[src/rtl/burst_target_mem.sv]
// Burst-side target: accepts write bursts into a 2^AW x DW memory and returns read bursts from it,
// with a programmable write ready-throttle and a sticky write-framing error flag.
module burst_target_mem #(
    parameter int DW = 8,
    parameter int AW = 8
) (
    input  logic          clk,
    input  logic          rst_n,
    input  logic          wr_valid,
    input  logic [DW-1:0] wr_data,
    input  logic          wr_last,
    input  logic [7:0]    wr_length,
    output logic          wr_ready,
    input  logic          rd_req,
    input  logic [7:0]    rd_length,
    input  logic          rd_ready,
    output logic          rd_valid,
    output logic [DW-1:0] rd_data,
    output logic          rd_last,
    input  logic [7:0]    cfg_max_burst,
    input  logic          cfg_stall_en,
    input  logic [3:0]    cfg_stall_period,
    output logic          busy,
    output logic          frame_err
);

    // state  | meaning
    // IDLE   | waiting for a first write beat or a read request
    // WRITE  | accepting write beats until len_q beats are stored
    // READ   | returning one beat per cycle while rd_ready is high
    // RD_GAP | one idle cycle between read bursts
    // DONE   | one cycle of completion before IDLE
    typedef enum logic [2:0] {IDLE, WRITE, READ, RD_GAP, DONE} state_t;

    state_t state, state_nx;

    logic [DW-1:0] mem [0:(1<<AW)-1];

    logic [AW-1:0] addr, addr_nx;
    logic [7:0]    len_q, len_nx;
    logic [7:0]    beat_cnt, beat_nx, beat_inc;
    logic [8:0]    burst_cnt, burst_nx, burst_inc;
    logic [3:0]    stall_cnt, stall_nx;
    logic [8:0]    max_eff;
    logic          wr_acc, throttle_en, stall_now;
    logic          err_nx, mem_we, rd_ld, rd_valid_nx, rd_last_nx, ready_nx, busy_nx;

    assign max_eff     = (cfg_max_burst == 8'd0) ? 9'd256 : {1'b0, cfg_max_burst};
    assign wr_acc      = wr_valid & wr_ready;
    assign throttle_en = cfg_stall_en && (cfg_stall_period != 4'd0);
    assign beat_inc    = beat_cnt + 8'd1;
    assign burst_inc   = burst_cnt + 9'd1;

    always_comb begin
        state_nx    = state;
        addr_nx     = addr;
        len_nx      = len_q;
        beat_nx     = beat_cnt;
        burst_nx    = burst_cnt;
        stall_nx    = stall_cnt;
        err_nx      = frame_err;
        mem_we      = 1'b0;
        rd_ld       = 1'b0;
        rd_valid_nx = 1'b0;
        rd_last_nx  = 1'b0;
        stall_now   = 1'b0;
        case (state)
            IDLE: begin
                if (wr_acc) begin
                    if (wr_length == 8'd0) begin
                        err_nx = 1'b1;
                    end else begin
                        mem_we   = 1'b1;
                        len_nx   = wr_length;
                        addr_nx  = addr + 1'b1;
                        beat_nx  = 8'd1;
                        burst_nx = wr_last ? 9'd0 : 9'd1;
                        if (wr_length == 8'd1 && !wr_last) err_nx = 1'b1;
                        // stall_cnt holds beats remaining until the next throttle cycle
                        stall_now = throttle_en && (cfg_stall_period == 4'd1);
                        stall_nx  = stall_now ? cfg_stall_period : cfg_stall_period - 4'd1;
                        state_nx  = (wr_length == 8'd1) ? DONE : WRITE;
                    end
                end else if (rd_req) begin
                    len_nx   = rd_length;
                    addr_nx  = '0;
                    beat_nx  = 8'd0;
                    burst_nx = 9'd0;
                    state_nx = (rd_length == 8'd0) ? DONE : READ;
                end
            end
            WRITE: begin
                if (wr_acc) begin
                    mem_we   = 1'b1;
                    addr_nx  = addr + 1'b1;
                    beat_nx  = beat_inc;
                    burst_nx = wr_last ? 9'd0 : burst_inc;
                    if (burst_inc > max_eff) err_nx = 1'b1;
                    if (beat_inc == len_q) begin
                        state_nx = DONE;
                        if (!wr_last) err_nx = 1'b1;
                    end
                    stall_now = throttle_en && (stall_cnt == 4'd1);
                    stall_nx  = stall_now ? cfg_stall_period : stall_cnt - 4'd1;
                end
            end
            READ: begin
                if (rd_ready) begin
                    rd_ld       = 1'b1;
                    rd_valid_nx = 1'b1;
                    addr_nx     = addr + 1'b1;
                    beat_nx     = beat_inc;
                    burst_nx    = burst_inc;
                    rd_last_nx  = (burst_inc == max_eff) || (beat_inc == len_q);
                    if (beat_inc == len_q)       state_nx = DONE;
                    else if (burst_inc == max_eff) state_nx = RD_GAP;
                end
            end
            RD_GAP: begin
                burst_nx = 9'd0;
                state_nx = READ;
            end
            DONE: begin
                state_nx = IDLE;
                addr_nx  = '0;
                len_nx   = 8'd0;
                beat_nx  = 8'd0;
                burst_nx = 9'd0;
                stall_nx = 4'd0;
            end
            default: state_nx = IDLE;
        endcase
        ready_nx = (state_nx == IDLE) || ((state_nx == WRITE) && !stall_now);
        busy_nx  = (state_nx != IDLE);
    end

    always_ff @(posedge clk or negedge rst_n) begin
        if (!rst_n) begin
            state     <= IDLE;
            addr      <= '0;
            len_q     <= 8'd0;
            beat_cnt  <= 8'd0;
            burst_cnt <= 9'd0;
            stall_cnt <= 4'd0;
            wr_ready  <= 1'b1;
            rd_valid  <= 1'b0;
            rd_data   <= '0;
            rd_last   <= 1'b0;
            busy      <= 1'b0;
            frame_err <= 1'b0;
        end else begin
            state     <= state_nx;
            addr      <= addr_nx;
            len_q     <= len_nx;
            beat_cnt  <= beat_nx;
            burst_cnt <= burst_nx;
            stall_cnt <= stall_nx;
            wr_ready  <= ready_nx;
            rd_valid  <= rd_valid_nx;
            rd_last   <= rd_last_nx;
            busy      <= busy_nx;
            frame_err <= err_nx;
            if (rd_ld) rd_data <= mem[addr];
        end
    end

    // Memory contents survive reset.
    always_ff @(posedge clk) begin
        if (mem_we) mem[addr] <= wr_data;
    end

endmodule

[config.mk]
export PLATFORM = sky130hd
export DESIGN_NAME = burst_target_mem
export DESIGN_NICKNAME = d
export VERILOG_FILES = /design/src/rtl/burst_target_mem.sv
export SDC_FILE = /design/constraint.sdc
export NUM_CORES = 2
export LEC_CHECK = 0
export ABC_AREA = 1
export CORE_ASPECT_RATIO = 1.25
export CORE_UTILIZATION = 54
export CTS_BUF_LIST = sky130_fd_sc_hd__clkbuf_8
export DETAILED_ROUTE_END_ITERATION = 6
export GPL_ROUTABILITY_DRIVEN = 0
export PLACE_DENSITY_LB_ADDON = 0.1
export RECOVER_POWER = 25
export SYNTH_ARGS = -nofsm -noshare
export SYNTH_HDL_FRONTEND = slang
export SYNTH_SLANG_ARGS = --single-unit
export TNS_END_PERCENT = 100
[constraint.sdc]
create_clock -name clk -period 3.75 [get_ports clk]
set_input_delay 0.9375 -clock clk [delete_from_list [all_inputs] [get_ports clk]]
set_output_delay 0.9375 -clock clk [all_outputs]
set_load 0.05 [all_outputs]
Word-level counts from Yosys, hierarchy flattened
Memory sizes are Yosys's and may differ from the RTL's. A register that Yosys moved wholly into a read port is not among the register bits.
Cells that the tools add are included.
{"block": "totals", "regBits": 45, "mem_bits_rw": 2048, "inputBits": 43, "output_inout_bits": 13, "wordCells": 127, "mem_count": 1}
{"block": "classes", "add_sub_neg": 5, "n_lt_le_gt_ge": 1, "n_eq_ne": 17, "mux": 63, "n_bitwise": 1, "n_reduce_logical": 28}
{"name": "mem", "words": 256, "width": 8, "read_ports": 1, "rd_ports_with_merged_regs": 1, "wr": 1, "line_no": "37", "source": "logic [DW-1:0] mem [0:(1<<AW)-1];"}
{"operator": "$mux 8", "n": 12}
{"operator": "$pmux 8 s4", "n": 2}
{"operator": "$mux 9", "n": 7}
{"operator": "$pmux 9 s4", "n": 1}
{"operator": "$mux 3", "n": 10}
{"operator": "$logic_not 8->1", "n": 3}
{"operator": "$mux 1", "n": 20}
{"operator": "$mux 4", "n": 5}
{"operator": "$add 8x1->8 const B", "n": 2}
{"operator": "$pmux 8 s2", "n": 1}
{"operator": "$pmux 3 s4", "n": 1}
{"operator": "$pmux 4 s3", "n": 1}
{"operator": "$reduce_bool 4->1", "n": 3}
{"operator": "$reduce_and 5->1", "n": 2}
{"operator": "$add 9x1->9 const B", "n": 1}
{"operator": "$eq 9x9->1", "n": 1}
{"operator": "$gt 9x9->1", "n": 1}
{"operator": "$ne 3x3->1 const B", "n": 3}
{"operator": "$eq 4x1->1 const B", "n": 2}
{"operator": "$eq 8x1->1 const B", "n": 1}
{"operator": "$eq 8x8->1", "n": 1}
{"operator": "$ne 2x2->1 const B", "n": 4}
{"operator": "$reduce_and 4->1", "n": 2}
{"operator": "$sub 4x1->4 const B", "n": 2}
{"operator": "13 further kinds", "n": 27}

Logic depth before layout (Yosys ltp)
{"block": "depth", "ltp_word": 10, "ltp_mapped": 19}

Worst setup path before layout
OpenSTA, ideal clock, no wires.
{"block": "synth_path", "path_type": "in2reg", "from": "in wr_length[7]", "to": "mem mem[255][0], enable pin", "setup_time_ns": 0.285, "t_arrival_ns": 2.432, "setup_slack_ns": 1.033, "stages": 9, "n_path_buf": 1, "path_cell_list": "inv_1 -> nand4_1 -> nor4_1 -> inv_1 -> a21oi_1 -> nor2_1 -> nand2_1 -> buf_2 -> nor2_1"}
{"block": "synth_between", "elab_chain_len": 6}
{"item": "start, declared", "line_no": "12", "source": "input logic [7:0] wr_length,"}
{"item": "$logic_not 8->1", "line_no": "70", "source": "if (wr_length == 8'd0) begin"}
{"item": "$mux 1", "line_no": "70"}
{"item": "$mux 1", "line_no": "69", "source": "if (wr_acc) begin"}
{"item": "$pmux 1 s2", "line_no": "67", "source": "case (state)"}
{"item": "$mux 1", "line_no": "169", "source": "if (mem_we) mem[addr] <= wr_data;"}
{"item": "$mux 1 (implied by the code)", "line_no": "169"}
{"item": "end, declared", "line_no": "37"}
Every way passes these cells.

Worst setup path in the final report
{"block": "layout_path", "from": "in wr_data[2]", "to": "mem mem[102][2], data pin"}
{"item": "start, declared", "line_no": "10", "source": "input logic [DW-1:0] wr_data,"}
Straight into the memory's write port.

==> summary.md <==
| Metric | Value |
|---|---|
| Status | complete, but fails checks |
| Failing checks | DRC, capacitance limit, slew limit |
| Switching Share | a little under two fifths |
| Synth warnings | 0 |
| H-tree Lvls | 5 |
| Final Cell Area | 99400 µm² |
| Hold path depth | 2 |
| CP Cell Sequence | dlymetal6s2s_1 > buf_4 |
| Final Skew | 0.0971 ns |
| Fin. Hold Viols | 0 |
| Clock tree sinks | 2101 |
| Sequential share of power | between 30% and 40% |
| HP Class | reg -> reg |
| Worst EP required | roughly 4.5 ns |
| Num CTS Buffers | approximately 340 |
| Worst-Skew Late Latency | roughly 1.1 ns |
| Peak VDD IR | 0.501 mV |
| CP max stage cell | dlymetal6s2s_1 |
| Overall Global Routing Usage | 31.6% |
| Layout Utilization | 61.3% |
| Root Driver | clkbuf_8 |
| Slew margin rel. | -144% |
| Avg WL per Cell | 23.6 µm |
| Max_cap viols | 14 |
| HPWL Detailed | 165 mm |
| Pwr dens | 665 nW/µm² |
| Vias in the first global route | 60961 |
| Slew Limit Fails | 695 |
| Die X | 364 µm |
| Initial Utilization | between 50% and 60% |
| Cells after Synth | 8284 |
| Antenna-violating nets left | 0 |
| Post-synthesis cell type count | 36 |
| Net Count, Synth | between 8000 and 9000 |
| Nets | around 8700 |
| Largest net degree at the start of global routing | 122 |
| FF+latch count, synth | 2101 |
| Worst reg-to-reg path cell count | 12 |
| Critical path class | in -> reg |
| Initial antenna violation count | 7 |
| Critical path's top delay family | buffers and inverters |
| Die area | 165000 µm² |
| Critical Path End Type | flop |
| Input/output buffers | 55 |
| Vias per std cell | 5.61 |
| Residual DRC count | 2 |
| Gr ovfl total | 0 |
| DRT Pass-1 Iters | 7 |
| Clock power frac | a little over a quarter |
| Cell Int Power | 0.0414 W |
| Core area | 162000 µm² |
| Fmax | 276 MHz |
| Final TNS setup | 0 ns |
| Area grow syn2layout | 12.5% |
| CP peak stage delay | 2.50 ns |
| Fraction of layout instances using a drive strength above 1 | 9.15% |
| Worst slew pin tran | 3.66 ns |
| Fin crit share | 96.8% |
| Mapped cell area | around 90000 µm² |
| Initial DRC Count | between 6000 and 7000 |
| CP startpoint kind | primary input |
| Sequential area share after synthesis | just over 70% |
| Comb pwr share | 33.3% |
| Most common cell after layout, fill and taps aside | nand2_1 |
| Global-route wire length before repair | 380 mm |
| Vias | approximately 62000 |
| Critical Path AT | 4.41 ns |
| Max FO, Critical Path | 55 |
| Clock tree buffer depth | 4 |
| Final setup viols | 0 |
| Most frequent cells in the layout | 2389 x nand2_1, 2048 x edfxtp_1, 1577 x nor2_1, 808 x o21ai_0, 575 x inv_1 |
| Syn Area/Cell | ~11 µm² |
| Worst Path Buf+Inv | 2 |
| CTS tree | done |
| DP Area | roughly 94000 µm² |
| WP depth | 2 |
| Chip height | 454 µm |
| Overall routed net length | 260 mm |
| RSZ-0062 raised after global routing | false |
| Tmin final | 3.63 ns |
| NetSw | 0.0247 W |
| # IOs | 56 |
| Leak Pwr | 38.5 nW |
| Clock slew seen by the registers of the worst setup and hold paths | 0.06 ns |
| Hold WS | 0.506 ns |
| Std-Cell Rows | 165 |
-- final timing paths --
check                           slack [ns]     endpoint       start
worst max register to register        0.34   rd_data[2]     addr[0]
worst min register to register        0.51   rd_data[2]  rd_data[2]
max in group asynchronous             2.34     wr_ready       rst_n
min in group asynchronous             0.52     len_q[3]       rst_n
worst max-delay path                  0.12  mem[102][2]  wr_data[2]
worst min-delay path                  0.51   rd_data[2]  rd_data[2]
-- cell families (layout without fill, tap and decap cells) --
family	after synthesis	after routing	synth area share, %
AOI/OAI and AO/OA	982	982	5.72
adders and majority gates	20	20	0.283
DFF	2101	2101	71.2
xor gates and xnor gates	19	19	0.188
other	0	6	0
buffers and inverters	943	1520	4.35
and+or+nand+nor	4219	4219	18.3
-- cells in the mapped netlist (all sizes together) --
cell	instances	share of area, %
nand3	194	1.1
or2	1	0.0071
a31oi	1	0.0071
nor3	9	0.051
o2111ai	4	0.040
ha	20	0.28
clkinv	12	0.051
a21oi	17	0.096
xor2	18	0.18
inv	492	2.1
dfrtp	52	1.5
o221ai	3	0.030
o22ai	38	0.27
edfxtp	2048	70
o211ai	19	0.16
o31ai	1	0.0085
buf	252	1.4
nor3b	1	0.0085
o21ai	896	5.1
dfstp	1	0.030
clkbuf	187	0.79
a211oi	1	0.0085
nand2	2406	10
o21bai	1	0.0085
nand4	20	0.14
xnor2	1	0.0099
a21boi	1	0.0085
nor4	6	0.043
nor2	1582	6.7
-- registers in the layout, indices dropped and copies added (netlist names) --
register	count
beat_cnt	8
rd_valid	1
stall_cnt	4
wr_ready	1
mem	2048
state	3
rd_last	1
burst_cnt	9
rd_data	8
busy	1
frame_err	1
addr	8
len_q	8
-- timing repair --
item	in CTS	in global routing
gates resized for setup	0	1
endpoints found under the setup margin	0	1
buffers inserted	0	0
hold endpoints to repair	33	0
hold buffers	1	0
-- per-stage QoR --
step	instances	worst slack (ns)	power, W
detailed placement	10472	-0.157	0.0485
global route	11036	0.167	0.0691
CTS	11032	0.0993	0.0660
global placement	10472	-0.199	0.0484
finish	11038	0.122	0.0661
floorplan	8284	1.03	0.0400
-- routing by layer --
metal / track usage (%) / up-vias / routed length [µm]
li1: - / 28337 / -
met1: 40.7 / 29992 / 100000
met2: 52.1 / 2990 / 125000
met3: 5.68 / 603 / 22300
met5: 0 / - / 0
met4: 14.8 / 0 / 12500
-- layout make-up --
cell class	count	area [µm²]
clock buffer	342	4710
multi-input combinational	5240	21700
timing repair buffer	457	4380
clock inverter	217	1100
fill	13234	62700
antenna	6	15.0
sequential	2101	62800
inverter	504	1910
tap	2171	2720
-- worst register-to-register path: stages (launching register included) --
cell and delay (ns):
dfrtp_4 0.66, inv_8 0.25, buf_12 0.26, o21ai_0 0.42
o21ai_0 0.19, nand2_1 0.10, nand2_1 0.05, nor2_1 0.18
nor2_1 0.17, nor2_1 0.43, nand3_1 0.13, nor2_1 0.40
nor2_1 0.07
-- power groups by stage --
stage                     clock network, W  registers (W)  logic, W
after floorplan                          0         0.0268    0.0132
after global placement                   0         0.0268    0.0216
after detailed placement                 0         0.0268    0.0217
after CTS                           0.0179         0.0263    0.0218
after global routing                0.0189         0.0263    0.0239
final                               0.0178         0.0263    0.0220
No activity file was read; power rests on OpenSTA's default activity.
